===== src/rtl/count_register_writer.sv =====
// Assembles CPU count-byte writes into the 16-bit (2*DATA_W) 8254 Count Register
// following the RW format of the last control word. Optional BCD digit check: COUNT_BCD_CHECK_EN.
module count_register_writer #(
  parameter int DATA_W = 8
) (
  input  logic                clk,
  input  logic                reset,
  input  logic [DATA_W-1:0]   databus,
  input  logic                write,
  input  logic                ctrl_write,
  input  logic [1:0]          rw_mode,
`ifdef COUNT_BCD_CHECK_EN
  input  logic                bcd,
  output logic                bcd_error,
`endif
  output logic [2*DATA_W-1:0] count_register,
  output logic                load,
  output logic                partial,
  output logic                programmed
);

  typedef enum logic [2:0] {
    UNPROG,
    LSB_ONLY,
    MSB_ONLY,
    WAIT_LSB,
    WAIT_MSB
  } state_t;

  state_t                r_state;
  logic [2*DATA_W-1:0]   r_cr;
  logic                  r_load;
  logic                  r_partial;
  logic                  r_programmed;

  logic                  w_ctrl_accept;
  logic                  w_write_accept;

  // A latch command (RW=00) is invisible here; any control word still drops a coincident byte.
  assign w_ctrl_accept  = ctrl_write && (rw_mode != 2'b00);
  assign w_write_accept = write && !ctrl_write;

  always_ff @(posedge clk or posedge reset) begin
    if (reset) begin
      r_state      <= UNPROG;
      r_cr         <= '0;
      r_load       <= 1'b0;
      r_partial    <= 1'b0;
      r_programmed <= 1'b0;
    end else begin
      r_load <= 1'b0;
      if (w_ctrl_accept) begin
        r_programmed <= 1'b1;
        r_partial    <= 1'b0;
        unique case (rw_mode)
          2'b01:   r_state <= LSB_ONLY;
          2'b10:   r_state <= MSB_ONLY;
          default: r_state <= WAIT_LSB;
        endcase
      end else if (w_write_accept) begin
        case (r_state)
          LSB_ONLY: begin
            r_cr   <= {{DATA_W{1'b0}}, databus};
            r_load <= 1'b1;
          end
          MSB_ONLY: begin
            r_cr   <= {databus, {DATA_W{1'b0}}};
            r_load <= 1'b1;
          end
          WAIT_LSB: begin
            r_cr[DATA_W-1:0] <= databus;
            r_partial        <= 1'b1;
            r_state          <= WAIT_MSB;
          end
          WAIT_MSB: begin
            r_cr[2*DATA_W-1:DATA_W] <= databus;
            r_partial               <= 1'b0;
            r_load                  <= 1'b1;
            r_state                 <= WAIT_LSB;
          end
          default: ;
        endcase
      end
    end
  end

  assign count_register = r_cr;
  assign load           = r_load;
  assign partial        = r_partial;
  assign programmed     = r_programmed;

`ifdef COUNT_BCD_CHECK_EN
  logic r_bcd_mode;
  logic r_bcd_error;
  logic w_nibble_bad;
  logic w_byte_stored;

  always_comb begin
    w_nibble_bad = 1'b0;
    for (int unsigned i = 0; i < DATA_W / 4; i++) begin
      if (databus[4*i +: 4] > 4'd9) w_nibble_bad = 1'b1;
    end
  end

  assign w_byte_stored = w_write_accept && (r_state != UNPROG);

  always_ff @(posedge clk or posedge reset) begin
    if (reset) begin
      r_bcd_mode  <= 1'b0;
      r_bcd_error <= 1'b0;
    end else if (w_ctrl_accept) begin
      r_bcd_mode  <= bcd;
      r_bcd_error <= 1'b0;
    end else if (w_byte_stored && r_bcd_mode && w_nibble_bad) begin
      r_bcd_error <= 1'b1;
    end
  end

  assign bcd_error = r_bcd_error;
`endif

endmodule


===== config.mk =====
export PLATFORM = sky130hd
export DESIGN_NAME = count_register_writer
export DESIGN_NICKNAME = d
export VERILOG_FILES = /design/src/rtl/count_register_writer.sv
export SDC_FILE = /design/constraint.sdc
export NUM_CORES = 1
export LEC_CHECK = 0
export ABC_AREA = 0
export BUFFER_PORTS_ARGS = -buffer_cell sky130_fd_sc_hd__buf_4
export CORE_UTILIZATION = 50
export DETAILED_ROUTE_END_ITERATION = 10
export GPL_ROUTABILITY_DRIVEN = 0
export MAX_ROUTING_LAYER = met4
export PLACE_DENSITY = 0.83
export SYNTH_ARGS = -nofsm -noshare
export SYNTH_HDL_FRONTEND = slang
export SYNTH_SLANG_ARGS = --single-unit

===== constraint.sdc =====
create_clock -name clk -period 1.56 [get_ports clk]
set_input_delay 0 -clock clk [delete_from_list [all_inputs] [get_ports clk]]
set_output_delay 0 -clock clk [all_outputs]
set_load 0.05 [all_outputs]

==> impl_metrics.json <==
{
  "clk_pin_slew_ns": 0.13,
  "path_buf_inv": 0,
  "cts_buffers": 3,
  "vdd_drop_max_uv": 918,
  "path_class": "flip-flop to flip-flop",
  "synth_top_family_by_area": "compound AO/OA/AOI/OAI gates",
  "slew_violations": 0,
  "arrival_ns": 1.63,
  "antenna_cells": 0,
  "routedWlPerCell_um": 16.7,
  "num_vias": 1049,
  "final_antenna_net_count": 0,
  "dieArea_mm2": 0.00247,
  "num_rows": 16,
  "num_io_pins": 33,
  "rsz0062_at_grt": "false",
  "cp-start-kind": "flip-flop",
  "r2r_end": "count_register[11]",
  "maxCapViolCount": 0,
  "dp_cells": 160,
  "stdcell_area_mm2": 0.00155,
  "place_hpwl_mm": 1.95,
  "via_per_inst": 6.03,
  "ys.flop_type": "dfrtp_1",
  "synth_xor_area_share_pct": 0.769,
  "die_w_um": 49.7,
  "synthAdderAreaFrac_pct": 0,
  "fin_nets": 162,
  "cts-root-buf": "clkbuf_4",
  "crit_path_end": "count_register[11]",
  "dp_worst_setup_slack_ns": 0.0415,
  "drive_above_1_share_pct": 41.5,
  "syn2layout_area_growth_pct": 36.5,
  "rrSetupSlack_ns": 0.12,
  "overflow": 0,
  "synthCells": 103,
  "min_path_type": "primary input to flip-flop",
  "wirelength_mm": 2.91,
  "crit_start": "r_state[1]",
  "fillCellCount": 147,
  "yosysUniqueCellTypes": 31,
  "critPathTopFamily": "simple AND/OR/NAND/NOR gates",
  "yosys.area_share.simple_pct": 17.3,
  "netlist_area_mm2": 0.00114,
  "cts_sinks": 21,
  "synth_edf_count": 0,
  "finalPower_mw": 1.73,
  "hold_violations": 0,
  "slew_headroom_pct": 77.0,
  "crit_required_ns": 1.75,
  "die_y_um": 49.7,
  "start_util_pct": 55.8,
  "async_flop_share_pct": 100,
  "cts_tree": "done",
  "power_density_mw_per_mm2": 1110,
  "reg2reg_depth": 3,
  "drc": 0,
  "avgSynthCellArea_um2": 11.1,
  "path_max_fanout": 9,
  "fin_skew_ns": 0.0122,
  "firstDrtPassIters": 4,
  "worst-path-stages": 3,
  "crit_slowest_cell": "or4b_4",
  "htreeDepth": 1,
  "fin_crit_ns": 1.44,
  "synth-seq-area-share_pct": 46.2,
  "clk_latency_ns": 0.31,
  "min_path_cells": 3,
  "synth_largest_area_cell": "dfrtp_1",
  "syn_nets": 117,
  "placed_area_mm2": 0.00141,
  "cts_buffer_depth": 2,
  "grt_max_degree": 18,
  "synth_mux_area_share_pct": 0,
  "grt_pass1_vias": 1029,
  "tns_ns": 0,
  "drt-initial-drc-count": 24,
  "synth.yosys.warnings": 0,
  "fin_cells": 174,
  "core_mm2": 0.00204,
  "power.leakage_nw": 0.674,
  "grt_usage_pct": 27.7,
  "setup_viol": 0,
  "timing.fmax_ghz": 0.693,
  "worstMarginPinSlew_ns": 0.344,
  "fin_ws_ns": 0.117,
  "outcome": "finished, final reports clean",
  "fin_util_pct": 76.1,
  "numPortBuffers": 32,
  "whs_ns": 0.0185,
  "synth_compound_area_share_pct": 29.2,
  "fin_crit_sh_pct": 92.5,
  "grt_pass1_wl_mm": 4.95,
  "reg2reg_from": "r_state[1]",
  "ys_seq_elements": 21,
  "antenna_found_initial": 0,
  "end_kind": "flip-flop",
  "cp_slowest_stage_delay_ns": 0.67,
  "crit_chain": "or4b_4, nor3_2, a211oi_1",
  "synth_area_leaders": "dfrtp_1, nor3_2, a22o_1, o221ai_1, a211oi_1",
  "cts_setup_buffers": 0,
  "synth_top_area_share_pct": 46.2
}
-- cells by family (layout without fill, tap and decap cells) --
group                     after synthesis  in the layout
AOI/OAI and AO/OA                      44             44
xor gates and xnor gates                1              1
buffers and inverters                  12             56
DFF                                    21             21
and+or+nand+nor                        25             25
-- where the power goes --
part           internal [mW]  switching, mW  total [mW]
sequential             0.634         0.0643       0.698
combinational          0.278          0.481       0.758
clock                 0.0958          0.179       0.275
-- layout by cell type, fill, tap and decap left out, types with 2 or more instances in the layout --
cell type      netlist  layout
inv_1                2       2
nor2_1               4       3
o21ai_0              3       3
dlygate4sd3_1        0      10
o21a_1               2       2
a21boi_0             2       2
a22o_1               8       8
nand4bb_2            0       2
clkbuf_4             0       3
a211oi_1             8       8
buf_4                1      38
nand3b_1             2       2
a21oi_1             10      10
nor3_2               8       8
nand2_1              2       2
o221ai_1             8       8
dfrtp_1             21      21
-- cells in the mapped netlist, types with 3 or more instances --
cell      number
dfrtp_1       21
a21oi_1       10
a211oi_1       8
a22o_1         8
nor3_2         8
o221ai_1       8
nor2_1         4
buf_6          3
o21ai_0        3
-- final cells by class --
type | instances | area [um2] | share of cell area, %
timing repair buffer | 49 | 405 | 26.1
sequential | 21 | 526 | 33.8
clock buffer | 3 | 22.5 | 1.45
inverter | 3 | 11.3 | 0.725
tap | 27 | 33.8 | 2.17
multi-input combinational | 70 | 551 | 35.4
clock inverter | 1 | 5.00 | 0.322
-- sequential cells by signal (all words and copies together), names as in the netlist --
| signal | cells |
|---|---|
| programmed | 1 |
| count_register | 16 |
| r_state | 3 |
| load | 1 |
-- worst register-to-register path: cells and delay by family (launching register included) --
kind | cells | cell delay (ns)
flops | 1 | 0.43
simple gates | 2 | 0.82
compound gates | 1 | 0.08
-- worst min path at each step --
| stage | start | to | slack, ns |
|---|---|---|---|
| finish | ctrl_write | load | 0.02 |
| global route | ctrl_write | load | 0.05 |
| CTS | ctrl_write | load | 0.02 |
| detailed placement | reset | count_register[4] | -0.06 |
| global placement | reset | count_register[4] | -0.06 |
| floorplan | reset | count_register[0] | -0.02 |
-- repair_timing --
action                     CTS  global route
hold endpoints to repair    30             0
setup endpoints to repair    0            11
gates resized for setup      0             3
hold buffers                10             0
-- per-layer routing --
metal | vias up | GRT usage [%] | routed length (um)
li1 | 486 | - | -
met1 | 507 | 38.0 | 1240
met2 | 52 | 41.9 | 1440
met3 | 4 | 3.09 | 198
met4 | 0 | 11.0 | 33
met5 | - | - | 0
Power figures use the tool's default switching activity.
